`src/rtl/grn_sched_pkg.sv`:
```
// Shared constants and types for the GRN output scheduler.
// Latency: none (definitions only). Backpressure: not applicable.
// Holds requester count, select width and the FSM state codes.
package grn_sched_pkg;
    localparam int NREQ  = 32;
    localparam int SEL_W = 5;

    localparam logic [1:0] IDLE = 2'd0;
    localparam logic [1:0] LOAD = 2'd1;
    localparam logic [1:0] OUT  = 2'd2;

    typedef logic [NREQ-1:0]  req_t;
    typedef logic [SEL_W-1:0] sel_t;
endpackage

```
`src/rtl/grn_out_scheduler_if.sv`:
```
// Core-array / mux / downstream signals of the output scheduler.
// Latency: none (wiring only). Backpressure: out_ready from the slave side.
// master = scheduler, slave = core array, mux and result writer.
interface grn_out_scheduler_if #(
    parameter int WIDTH = 256
);
    import grn_sched_pkg::*;

    req_t             req;
    req_t             grant;
    sel_t             sel;
    logic [WIDTH-1:0] mux_out;
    logic             out_valid;
    logic             out_ready;
    logic [WIDTH-1:0] out_data;
    sel_t             out_src;
    logic             busy;

    modport master (
        input  req, mux_out, out_ready,
        output grant, sel, out_valid, out_data, out_src, busy
    );

    modport slave (
        output req, mux_out, out_ready,
        input  grant, sel, out_valid, out_data, out_src, busy
    );
endinterface

```
`src/rtl/grn_rr_pick.sv`:
```
// Rotating priority encoder: first set req bit scanning from ptr upward with wrap.
// Latency: combinational. Backpressure: none.
// any=0 means no request; idx is then 0.
module grn_rr_pick
    import grn_sched_pkg::*;
(
    input  req_t req,
    input  sel_t ptr,
    output logic any,
    output sel_t idx
);
    sel_t cand;

    // Scan from the far end so the candidate nearest ptr is written last and wins.
    always_comb begin
        any  = 1'b0;
        idx  = '0;
        cand = '0;
        for (int k = NREQ - 1; k >= 0; k--) begin
            cand = ptr + SEL_W'(k);
            if (req[cand]) begin
                any = 1'b1;
                idx = cand;
            end
        end
    end
endmodule

```
`src/rtl/grn_out_scheduler.sv`:
```
// Round-robin share of one 32:1 result mux; captures the selected word and forwards it.
// Latency: req in IDLE -> grant next cycle -> out_valid the cycle after; one word per 2 cycles.
// Backpressure: out_ready low holds OUT with word, source and sel frozen; no grants meanwhile.
module grn_out_scheduler
    import grn_sched_pkg::*;
#(
    parameter int WIDTH = 256
) (
    input  logic                clk,
    input  logic                rst_n,
    grn_out_scheduler_if.master bus
);
    logic [1:0]       state_q, state_d;
    sel_t             ptr_q, sel_q, src_q;
    logic [WIDTH-1:0] data_q;
    sel_t             pick_ptr, pick_idx;
    logic             pick_any;
    logic             req_sel, hs;
    req_t             grant;
    logic             out_valid, busy;

    assign req_sel = bus.req[sel_q];
    assign hs      = (state_q == OUT) && bus.out_ready;
    // On a handshake the pointer update must already be visible to this cycle's pick.
    assign pick_ptr = (state_q == OUT) ? src_q + SEL_W'(1) : ptr_q;

    grn_rr_pick u_pick (
        .req (bus.req),
        .ptr (pick_ptr),
        .any (pick_any),
        .idx (pick_idx)
    );

    always_ff @(posedge clk or negedge rst_n) begin
        if (!rst_n) state_q <= IDLE;
        else        state_q <= state_d;
    end

    always_comb begin
        state_d = state_q;
        case (state_q)
            IDLE:    if (pick_any) state_d = LOAD;
            LOAD:    state_d = req_sel ? OUT : IDLE;
            OUT:     if (bus.out_ready) state_d = pick_any ? LOAD : IDLE;
            default: state_d = IDLE;
        endcase
    end

    always_comb begin
        grant     = '0;
        out_valid = (state_q == OUT);
        busy      = (state_q != IDLE);
        if (state_q == LOAD && req_sel) grant[sel_q] = 1'b1;
    end

    // A withdrawn request in LOAD leaves ptr, data and source untouched.
    always_ff @(posedge clk or negedge rst_n) begin
        if (!rst_n) begin
            ptr_q  <= '0;
            sel_q  <= '0;
            src_q  <= '0;
            data_q <= '0;
        end else begin
            case (state_q)
                IDLE: if (pick_any) sel_q <= pick_idx;
                LOAD: if (req_sel) begin
                    data_q <= bus.mux_out;
                    src_q  <= sel_q;
                end
                OUT: if (hs) begin
                    ptr_q <= pick_ptr;
                    if (pick_any) sel_q <= pick_idx;
                end
                default: ;
            endcase
        end
    end

    assign bus.grant     = grant;
    assign bus.sel       = sel_q;
    assign bus.out_valid = out_valid;
    assign bus.out_data  = data_q;
    assign bus.out_src   = src_q;
    assign bus.busy      = busy;
endmodule

```
`src/flat_wrapper.sv`:
```
// flat-port wrapper written by rule: the top's interface ports become plain ports
module grn_out_scheduler_flat import grn_sched_pkg::*;
#(
    parameter int WIDTH = 256
)
  (clk, rst_n, bus_req, bus_mux_out, bus_out_ready, bus_grant, bus_sel, bus_out_valid, bus_out_data, bus_out_src, bus_busy);
  grn_out_scheduler_if #(.WIDTH(WIDTH)) bus_i ();
  input  logic clk;
  input  logic rst_n;
  input wire logic [$bits(bus_i.req)-1:0] bus_req;
  input wire logic [$bits(bus_i.mux_out)-1:0] bus_mux_out;
  input wire logic [$bits(bus_i.out_ready)-1:0] bus_out_ready;
  output wire logic [$bits(bus_i.grant)-1:0] bus_grant;
  output wire logic [$bits(bus_i.sel)-1:0] bus_sel;
  output wire logic [$bits(bus_i.out_valid)-1:0] bus_out_valid;
  output wire logic [$bits(bus_i.out_data)-1:0] bus_out_data;
  output wire logic [$bits(bus_i.out_src)-1:0] bus_out_src;
  output wire logic [$bits(bus_i.busy)-1:0] bus_busy;
  assign bus_i.req = bus_req;
  assign bus_i.mux_out = bus_mux_out;
  assign bus_i.out_ready = bus_out_ready;
  assign bus_grant = bus_i.grant;
  assign bus_sel = bus_i.sel;
  assign bus_out_valid = bus_i.out_valid;
  assign bus_out_data = bus_i.out_data;
  assign bus_out_src = bus_i.out_src;
  assign bus_busy = bus_i.busy;
  grn_out_scheduler #(.WIDTH(WIDTH)) u_core (.clk(clk), .rst_n(rst_n), .bus(bus_i));
endmodule
```
`config.mk`:
```
export PLATFORM = sky130hd
export DESIGN_NAME = grn_out_scheduler_flat
export DESIGN_NICKNAME = d
export VERILOG_FILES = /design/src/rtl/grn_sched_pkg.sv /design/src/rtl/grn_out_scheduler_if.sv /design/src/rtl/grn_rr_pick.sv /design/src/rtl/grn_out_scheduler.sv /design/src/flat_wrapper.sv
export SDC_FILE = /design/constraint.sdc
export NUM_CORES = 1
export LEC_CHECK = 0
export ABC_AREA = 1
export CORE_AREA = 2 2 228 230
export CTS_BUF_LIST = sky130_fd_sc_hd__clkbuf_16
export CTS_CLUSTER_DIAMETER = 30
export DETAILED_ROUTE_END_ITERATION = 10
export DIE_AREA = 0 0 230 232
export MAX_ROUTING_LAYER = met4
export PLACE_DENSITY = 0.59
export SYNTH_ARGS = -nofsm -noshare
export SYNTH_HDL_FRONTEND = slang
export SYNTH_SLANG_ARGS = --single-unit
```
`constraint.sdc`:
```
create_clock -name clk -period 6.9 [get_ports clk]
set_input_delay 1.035 -clock clk [delete_from_list [all_inputs] [get_ports clk]]
set_output_delay 1.035 -clock clk [all_outputs]
set_load 0.005 [all_outputs]
```
==> results of run 1 <==
## flip-flops by register name, summed over array words and instances (netlist names)
| name | cells |
|---|---|
| u_core.ptr_q | 5 |
| u_core.bus.out_src | 5 |
| u_core.bus.sel | 5 |
| u_core.bus.out_data | 256 |
| u_core.state_q | 2 |
## cell families (layout without fill, tap and decap cells)
kind of cell    after synthesis  in the layout  synth area share [%]
other cells                   0             21                     0
compound gates              176            176                  6.58
xor+xnor                     15             15                  1.07
simple gates               1538           1538                  40.8
fa+ha+maj                     7              7                 0.580
buf+inv                     215            860                  5.74
flops                       273            273                  45.2
## per-layer routing
metal / up-vias / share of wire (%) / track usage, %
li1: 8251 / - / -
met1: 8146 / 40 / 33.9
met2: 741 / 48 / 47.6
met3: 126 / 8.2 / 8.14
met4: 0 / 3.8 / 11.0
met5: - / 0 / -
## final cells by class
| cell class | count | area (um2) | share of cell area, % |
|---|---|---|---|
| diodes | 21 | 52.6 | 0.218 |
| multi-input cells | 1736 | 7420 | 30.8 |
| repair buffers | 607 | 6060 | 25.2 |
| clock inverters | 59 | 591 | 2.46 |
| flip-flops and latches | 273 | 6830 | 28.4 |
| clock buffers | 71 | 1780 | 7.39 |
| inverters | 123 | 469 | 1.95 |
| well taps | 680 | 851 | 3.54 |
## final timing paths
check / slack, ps / from / to / cells past startpoint
max: 1530 / u_core.bus.sel[0]$_DFFE_PN0P_ / bus_grant[7] / 12
min: 470 / u_core.bus.out_data[246]$_DFFE_PN0P_ / u_core.bus.out_data[246]$_DFFE_PN0P_ / 2
max reg2reg: 1560 / u_core.bus.out_src[0]$_DFFE_PN0P_ / u_core.bus.sel[3]$_DFFE_PN0P_ / 53
min reg2reg: 470 / u_core.bus.out_data[246]$_DFFE_PN0P_ / u_core.bus.out_data[246]$_DFFE_PN0P_ / 2
max in group asynchronous: 4760 / rst_n / u_core.bus.out_data[184]$_DFFE_PN0P_ / 2
min in group asynchronous: 520 / rst_n / u_core.bus.out_data[2]$_DFFE_PN0P_ / 1
## worst min-delay path, cell delays in order (launching register included)
cell	delay, ps
dfrtp_1	330
nand2_1	50
nand2_1	50
## Yosys cell counts, drive strengths merged
cell	count
a21boi	2
nor2	65
o21ai	51
nor3	8
nand2	1249
a221oi	2
clkbuf	64
xor2	10
a22oi	8
a32o	2
or4	1
o21a	1
a31oi	12
clkinv	2
or2	3
nand3	203
a21oi	83
dfrtp	273
and2	1
o221ai	7
nor4	3
buf	28
xnor2	5
ha	7
o22ai	1
nand4	5
o211ai	7
inv	121
## per-stage QoR
stage                     util, %  cell area (um2)  worst slack [ps]  hold WS, ps  instances
final                        47.3            24100              1530          472       3570
after global routing         47.3            24100               933          490       3570
after CTS                    47.2            24000              1470          476       3549
after detailed placement     42.5            21600              1580          464       3419
after global placement       42.5            21600              1610          461       3419
after floorplan                 -            15100              2160          467       2224
## layout by cell type, fill, tap and decap left out, types with 9 or more instances in the layout
| cell | netlist | routed |
|---|---|---|
| a21oi_1 | 82 | 82 |
| clkinv_1 | 2 | 10 |
| nand2_1 | 1230 | 1230 |
| clkdlybuf4s50_1 | 0 | 589 |
| buf_4 | 7 | 15 |
| clkbuf_16 | 0 | 71 |
| inv_1 | 113 | 121 |
| nand2_2 | 15 | 15 |
| clkinvlp_4 | 0 | 9 |
| diode_2 | 0 | 21 |
| o21ai_1 | 13 | 13 |
| clkinv_2 | 0 | 12 |
| nor2_1 | 62 | 62 |
| dfrtp_1 | 273 | 273 |
| o21ai_0 | 37 | 37 |
| a31oi_1 | 12 | 12 |
| nand3_1 | 201 | 200 |
==> flow_metrics.env, run 1 <==
export IMPL_start_util_pct=29.7
export IMPL_syn_area_per_cell_um2=6.79
export IMPL_totalWireLength_um=77300
export IMPL_total_via_count_in_the_routed_design=17300
export IMPL_fp_row_count=83
export IMPL_fin_hold_viols=0
export IMPL_post_cts_hold_buffers=0
export IMPL_final_nets=3110
export IMPL_ys_seq_elements=273
export IMPL_required_ps=5860
export IMPL_antenna_found_initial=26
export IMPL_min_path_type="register to register"
export IMPL_synthesis_area_um2=15100
export IMPL_count_of_cell_types_in_the_netlist=43
export IMPL_worst_skew_pair_late_latency_ps=590
export IMPL_detail_route_vias_per_cell=4.84
export IMPL_skew_ps=36.9
export IMPL_globalRouteTotalUtil_pct=29.0
export IMPL_detailedRoute_firstIterationViolations=1375
export IMPL_ctsLongestPathBuffers=3
export IMPL_crit_arrival_ps=4340
export IMPL_grt_pass1_vias=16700
export IMPL_post_route_min_period_ps=5370
export IMPL_layout_filler_cells=5111
export IMPL_cp_slowest_cell="nor2_1"
export IMPL_cts_inserted_buffers=71
export IMPL_ctsHtreeMaxLevel=3
export IMPL_final_max_slew_viol_count=0
export IMPL_first_pass_grt_wire_length_um=111000
export IMPL_slew_limit_headroom_pct=25.2
export IMPL_outcome="finished clean"
export IMPL_ant_nets=0
export IMPL_crit_path_most_repeated_cell="nor2_1"
export IMPL_die_width_um=230
export IMPL_synth_top_cells_by_area="dfrtp_1 (45%), nand2_1 (31%), nand3_1 (6.7%)"
export IMPL_routedWlPerCell_um=21.7
export IMPL_critical_path_max_stage_delay_ps=560
export IMPL_syn_nets=2522
export IMPL_max_freq_ghz=0.186
export IMPL_die_y_um=232
export IMPL_globalRoute_totalOverflow=0
export IMPL_yosysTopAreaCell="dfrtp_1"
export IMPL_place_port_buffers=590
export IMPL_synthesis_yosys_warnings=0
export IMPL_gp_congestion=1.03
export IMPL_critical_path_peak_fanout=100
export IMPL_post_cts_setup_buffers=0
export IMPL_critPathTopFamily="simple AND/OR/NAND/NOR gates"
export IMPL_drc=0
export IMPL_critPathLaunchType="register"
export IMPL_ys_seq_area_share_pct=45.2
export IMPL_tns_ps=0
export IMPL_timing_critical_path_cells="inv_1, nor2_1, a22oi_1, o221ai_1, a32o_1, a221oi_1, nand2_1, nand3_4, inv_8, nand3_1, nor2_1, clkdlybuf4s50_1"
export IMPL_grt_setup_unrepaired="false"
export IMPL_dp_hpwl_um=60200
export IMPL_fraction_of_layout_instances_using_a_drive_strength_above_1_pct=6.06
export IMPL_die_area_um2=53400
export IMPL_syn2layout_area_growth_pct=59.3
export IMPL_post_cts_resized_instances=0
export IMPL_largest_net_degree_at_the_start_of_global_routing=170
export IMPL_num_io_pins=591
export IMPL_critical_setup_path_class="register to output pin"
export IMPL_worst_slew_pin_slew_ps=1120
export IMPL_total_iterations_of_the_first_detailed_routing_run=5
export IMPL_clkSinkCount=273
export IMPL_clock_tree_from_tritoncts="done"
export IMPL_endpoint_kind_of_the_worst_setup_timing_path="output pin"
export IMPL_syn_instance_count=2224
export IMPL_netlist_area_leader_share_pct=45.2
export IMPL_max_cap_viol_count=0
export IMPL_clk_root_buffer_cell="clkbuf_16"
export IMPL_cp_buffers_inverters=3
export IMPL_finalSetupViolations=0
export IMPL_layout_worst_path_cycle_share_pct=77.9
export IMPL_fp_coreArea_um2=50900
export IMPL_post_cts_clock_slew_at_the_launch_and_capture_registers_of_the_worst_setup_and_hold_paths_ps=50
Power of run 1 is left out: the tool's default activity adds up to more than one toggle a clock period on the data nets, which glitch-free logic cannot reach.
==> inputs of run 2 (changes only) <==
==> constraint.sdc (replaced) <==
create_clock -name clk -period 5.5 [get_ports clk]
set_input_delay 0.825 -clock clk [delete_from_list [all_inputs] [get_ports clk]]
set_output_delay 0.825 -clock clk [all_outputs]
set_load 0.005 [all_outputs]
==> run 2 against run 1 <==
  * Final area grew 3.2%
  * Core utilization grew 1.5 points
  * Critical endpoint unchanged
  * Die area is the same
  * Setup slack lost 1000 ps
  * Clock skew shrank 2.9 ps
  * Hold slack lost 160 ps
  * Critical path depth shrank 1
==> flow_metrics.env, run 2 (synthesis results as in run 1) <==
export IMPL_outcome="finished clean"
export IMPL_antenna_found_initial=24
export IMPL_pre_cts_ws_ps=623
export IMPL_routedWlPerCell_um=21.5
export IMPL_register_area_um2=6830
export IMPL_post_cts_clock_slew_at_the_launch_and_capture_registers_of_the_worst_setup_and_hold_paths_ps=40
export IMPL_ctsHtreeMaxLevel=3
export IMPL_critical_setup_path_class="register to output pin"
export IMPL_worst_slew_pin_slew_ps=1070
export IMPL_final_common_cell="nand2_1"
export IMPL_mostFrequentLayoutCells="nand2_1 (1230), clkdlybuf4s50_1 (589), dfrtp_1 (273), nand3_1 (200), inv_1 (125)"
export IMPL_detail_route_vias_per_cell=4.88
export IMPL_worst_hold_slack_ps=316
export IMPL_num_io_pins=591
export IMPL_final_nets=3187
export IMPL_worst_skew_pair_late_latency_ps=600
export IMPL_clkSinkCount=273
export IMPL_min_path_type="input pin to async pin"
export IMPL_cts_inserted_buffers=79
export IMPL_place_port_buffers=590
export IMPL_ctsLongestPathBuffers=3
export IMPL_critical_path_peak_fanout=59
export IMPL_layout_filler_cells=4983
export IMPL_largest_net_degree_at_the_start_of_global_routing=203
export IMPL_layout_worst_path_cycle_share_pct=90.8
export IMPL_total_via_count_in_the_routed_design=17800
export IMPL_fp_coreArea_um2=50900
export IMPL_totalWireLength_um=78500
export IMPL_grt_pass1_vias=17600
export IMPL_critPathLaunchType="register"
export IMPL_skew_ps=34.0
export IMPL_grt_setup_unrepaired="false"
export IMPL_fin_hold_viols=0
export IMPL_ant_nets=0
export IMPL_syn2layout_area_growth_pct=64.4
export IMPL_start_util_pct=29.7
export IMPL_required_ps=4680
export IMPL_crit_arrival_ps=4170
export IMPL_clock_tree_from_tritoncts="done"
export IMPL_max_cap_viol_count=0
export IMPL_number_of_flip_flops_under_the_largest_register_name=256
export IMPL_clk_root_buffer_cell="clkbuf_16"
export IMPL_slew_limit_headroom_pct=28.4
export IMPL_timing_final_ws_setup_ps=505
export IMPL_gp_congestion=1.08
export IMPL_total_iterations_of_the_first_detailed_routing_run=8
export IMPL_endpoint_kind_of_the_worst_setup_timing_path="output pin"
export IMPL_final_max_slew_viol_count=0
export IMPL_utilization_pct=48.8
export IMPL_fraction_of_layout_instances_using_a_drive_strength_above_1_pct=8.25
export IMPL_dp_hpwl_um=61500
export IMPL_die_y_um=232
export IMPL_globalRouteTotalUtil_pct=29.6
export IMPL_post_cts_hold_buffers=0
export IMPL_die_width_um=230
export IMPL_finalSetupViolations=0
export IMPL_detailedRoute_firstIterationViolations=1742
export IMPL_drc=0
export IMPL_globalRoute_totalOverflow=0
export IMPL_first_pass_grt_wire_length_um=114000
export IMPL_max_freq_ghz=0.200
export IMPL_multi_input_area_um2=7420
export IMPL_tns_ps=0
export IMPL_fp_row_count=83
export IMPL_die_area_um2=53400
export IMPL_post_route_min_period_ps=4990
## run 2: cell types whose count changed in the layout (fill, tap and decap cells not counted), moves of 4 or more
cell / change
clkinvlp_4: -6
inv_1: +4
clkinv_4: -7
clkbuf_16: +10
buf_4: +63
buf_12: +5
## run 2: path summary, 6_finish.rpt
path,startpoint,endpoint,slack [ps],cells after the start
setup / recovery,u_core.bus.sel[1]$_DFFE_PN0P_,bus_grant[7],510,11
hold / removal,rst_n,u_core.bus.out_data[7]$_DFFE_PN0P_,320,1
setup reg to reg,u_core.state_q[1]$_DFFE_PN0P_,u_core.bus.sel[2]$_DFFE_PN0P_,520,49
hold reg to reg,u_core.bus.out_data[6]$_DFFE_PN0P_,u_core.bus.out_data[6]$_DFFE_PN0P_,470,2
max in group asynchronous,rst_n,u_core.ptr_q[2]$_DFFE_PN0P_,3880,2
min in group clk,u_core.bus.out_data[6]$_DFFE_PN0P_,u_core.bus.out_data[6]$_DFFE_PN0P_,470,2
## run 2: per-layer routing
layer | share of wire (%) | wire, um | GRT usage, % | vias to the layer above
li1 | - | - | - | 8402
met1 | 40 | 31100 | 34.8 | 8401
met2 | 48 | 37600 | 48.3 | 844
met3 | 8.2 | 6470 | 7.22 | 158
met4 | 4.4 | 3430 | 13.0 | 0
met5 | 0 | 0 | - | -
## run 2: per-stage QoR
step | instances | area, um2
2_1_floorplan | 2224 | 15100
3_3_place_gp | 3488 | 22200
3_5_place_dp | 3488 | 22200
4_1_cts | 3624 | 24800
5_1_grt | 3645 | 24800
6_report | 3645 | 24800
## run 2: final cells by class
type	instances	area share (%)
multi-input combinational	1736	29.9
timing repair buffer	676	26.8
clock buffer	81	8.16
antenna	21	0.212
clock inverter	55	2.14
tap	680	3.43
sequential	273	27.5
inverter	123	1.89
## run 2: what timing repair did
| action | 4_1_cts | 5_1_grt |
|---|---|---|
| gates resized for setup | 0 | 2 |
| setup endpoints to repair | 0 | 3 |
| buffers inserted | 0 | 0 |
| hold endpoints to repair | 0 | 0 |
## run 2: critical path, stage by stage (launching register included)
cell	delay, ps
dfrtp_1	540
nor2_1	730
a22oi_1	150
o221ai_1	210
a32o_1	190
a221oi_1	50
nand2_1	170
nand3_4	130
inv_8	280
nand3_1	370
nor2_1	210
clkdlybuf4s50_1	530
Power of run 2 is left out for the same reason.
==> inputs of run 3 (changes only) <==
--- a/config.mk
+++ b/config.mk
@@ -9,6 +9,7 @@
 export CORE_AREA = 2 2 228 230
 export CTS_BUF_LIST = sky130_fd_sc_hd__clkbuf_16
 export CTS_CLUSTER_DIAMETER = 30
+export CTS_CLUSTER_SIZE = 24
 export DETAILED_ROUTE_END_ITERATION = 10
 export DIE_AREA = 0 0 230 232
 export MAX_ROUTING_LAYER = met4
==> run 3 against run 2 <==
  * Hold slack better by 0.73 ps
  * Setup slack got worse by 25 ps
  * Final area about the same
  * Clock skew shrank 4.2 ps
  * Maximum frequency shrank 0.49%
  * Sequential share of layout area hardly changed
  * Die area unchanged
  * Non-clock buffer count unchanged
  * Register-to-register slack barely moved
  * Final cell count is essentially flat
  * Core utilization hardly changed
  * Count of clock-buffer cells in the layout stayed put
  * Largest cell class unchanged
==> flow_metrics.env, run 3 (synthesis results as in run 1) <==
export IMPL_worst_skew_pair_late_latency_ps=590
export IMPL_final_common_cell="nand2_1"
export IMPL_detailedRoute_firstIterationViolations=1711
export IMPL_totalWireLength_um=78300
export IMPL_num_io_pins=591
export IMPL_globalRoute_totalOverflow=0
export IMPL_r2r_worst_path_cells=49
export IMPL_start_util_pct=29.7
export IMPL_post_route_min_period_ps=5020
export IMPL_skew_ps=29.8
export IMPL_die_width_um=230
export IMPL_clock_tree_from_tritoncts="done"
export IMPL_r2r_start="u_core.state_q[1]$_DFFE_PN0P_"
export IMPL_crit_arrival_ps=4190
export IMPL_critPathLaunchType="register"
export IMPL_tns_ps=0
export IMPL_total_via_count_in_the_routed_design=17700
export IMPL_fraction_of_layout_instances_using_a_drive_strength_above_1_pct=8.25
export IMPL_critical_setup_path_class="register to output pin"
export IMPL_layout_worst_path_cycle_share_pct=91.3
export IMPL_mostFrequentLayoutCells="nand2_1 (1230), clkdlybuf4s50_1 (589), dfrtp_1 (273), nand3_1 (200), inv_1 (125)"
export IMPL_clk_root_buffer_cell="clkbuf_16"
export IMPL_layout_filler_cells=4988
export IMPL_critical_path_peak_fanout=59
export IMPL_gp_congestion=1.08
export IMPL_cts_inserted_buffers=79
export IMPL_clkSinkCount=273
export IMPL_detail_route_vias_per_cell=4.85
export IMPL_slew_limit_headroom_pct=12.1
export IMPL_ant_nets=0
export IMPL_setup_reg_to_reg_worst_slack_ps=520
export IMPL_r2r_end="u_core.bus.sel[2]$_DFFE_PN0P_"
export IMPL_dp_hpwl_um=61500
export IMPL_place_port_buffers=590
export IMPL_max_cap_viol_count=0
export IMPL_register_area_um2=6830
export IMPL_ctsHtreeMaxLevel=3
export IMPL_setup_worst_path_end="bus_grant[7]"
export IMPL_number_of_flip_flops_under_the_largest_register_name=256
export IMPL_final_nets=3187
export IMPL_max_freq_ghz=0.199
export IMPL_largest_net_degree_at_the_start_of_global_routing=203
export IMPL_required_ps=4680
export IMPL_fin_hold_viols=0
export IMPL_die_y_um=232
export IMPL_first_pass_grt_wire_length_um=114000
export IMPL_antenna_found_initial=24
export IMPL_routedWlPerCell_um=21.5
export IMPL_worst_slew_pin_slew_ps=1320
export IMPL_multi_input_area_um2=7420
export IMPL_finalSetupViolations=0
export IMPL_total_iterations_of_the_first_detailed_routing_run=6
export IMPL_fp_coreArea_um2=50900
export IMPL_outcome="finished clean"
export IMPL_post_cts_clock_slew_at_the_launch_and_capture_registers_of_the_worst_setup_and_hold_paths_ps=40
export IMPL_drc=0
export IMPL_ctsLongestPathBuffers=3
export IMPL_post_cts_setup_buffers=0
export IMPL_syn2layout_area_growth_pct=64.4
export IMPL_die_area_um2=53400
export IMPL_grt_setup_unrepaired="false"
export IMPL_final_max_slew_viol_count=0
export IMPL_endpoint_kind_of_the_worst_setup_timing_path="output pin"
export IMPL_grt_pass1_vias=17600
export IMPL_globalRouteTotalUtil_pct=29.6
export IMPL_crit_start="u_core.bus.sel[1]$_DFFE_PN0P_"
export IMPL_fp_row_count=83
export IMPL_min_path_type="input pin to async pin"
-- run 3: cell count changes in the layout (fill, tap and decap cells not counted), sizes merged --
cell,change
diode,+1
-- run 3: layout make-up --
cell class	instances	area share, %
multi-input cells	1736	29.9
clock buffers	81	8.16
clock inverters	55	2.14
repair buffers	676	26.8
diodes	22	0.222
inverters	123	1.89
flip-flops and latches	273	27.5
well taps	680	3.43
-- run 3: through the flow --
step                      setup WS, ps  instance area, um2  utilization (%)  hold slack, ps  std cells
after detailed placement           623               22200             43.6             464       3488
after global routing              49.2               24800             48.8             357       3645
final                              481               24800             48.8             317       3646
after CTS                          516               24800             48.7             341       3624
after global placement             586               22200             43.6             462       3488
after floorplan                    759               15100                -             467       2224
-- run 3: repair_timing --
| item | in CTS | in global routing |
|---|---|---|
| endpoints found under the setup margin | 0 | 3 |
| hold buffers | 0 | 0 |
| resized for setup | 0 | 2 |
-- run 3: worst max-delay path, stage by stage (launching register included) --
cell             delay [ps]
dfrtp_1                 550
nor2_1                  720
a22oi_1                 150
o221ai_1                210
a32o_1                  200
a221oi_1                 50
nand2_1                 170
nand3_4                 130
inv_8                   280
nand3_1                 390
nor2_1                  220
clkdlybuf4s50_1         530
-- run 3: per-layer routing --
metal  vias up  routed length (um)  track usage [%]  share of wire (%)
li1       8403                   -                -                  -
met1      8298               31100             34.7                 40
met2       836               37500             48.0                 48
met3       151                6240             7.24                8.0
met4         0                3530             13.3                4.5
met5         -                   0                -                  0
-- run 3: worst min path at each step --
| stage | slack, ps | cells after the start | from | endpoint |
|---|---|---|---|---|
| 2_1_floorplan | 470 | 2 | u_core.ptr_q[3]$_DFFE_PN0P_ | u_core.ptr_q[3]$_DFFE_PN0P_ |
| 3_3_place_gp | 460 | 2 | u_core.bus.out_data[182]$_DFFE_PN0P_ | u_core.bus.out_data[182]$_DFFE_PN0P_ |
| 3_5_place_dp | 460 | 2 | u_core.bus.out_data[6]$_DFFE_PN0P_ | u_core.bus.out_data[6]$_DFFE_PN0P_ |
| 4_1_cts | 340 | 1 | rst_n | u_core.bus.out_data[7]$_DFFE_PN0P_ |
| 5_1_grt | 360 | 1 | rst_n | u_core.bus.out_data[7]$_DFFE_PN0P_ |
| 6_report | 320 | 1 | rst_n | u_core.bus.out_data[7]$_DFFE_PN0P_ |
Power of run 3 is left out for the same reason.
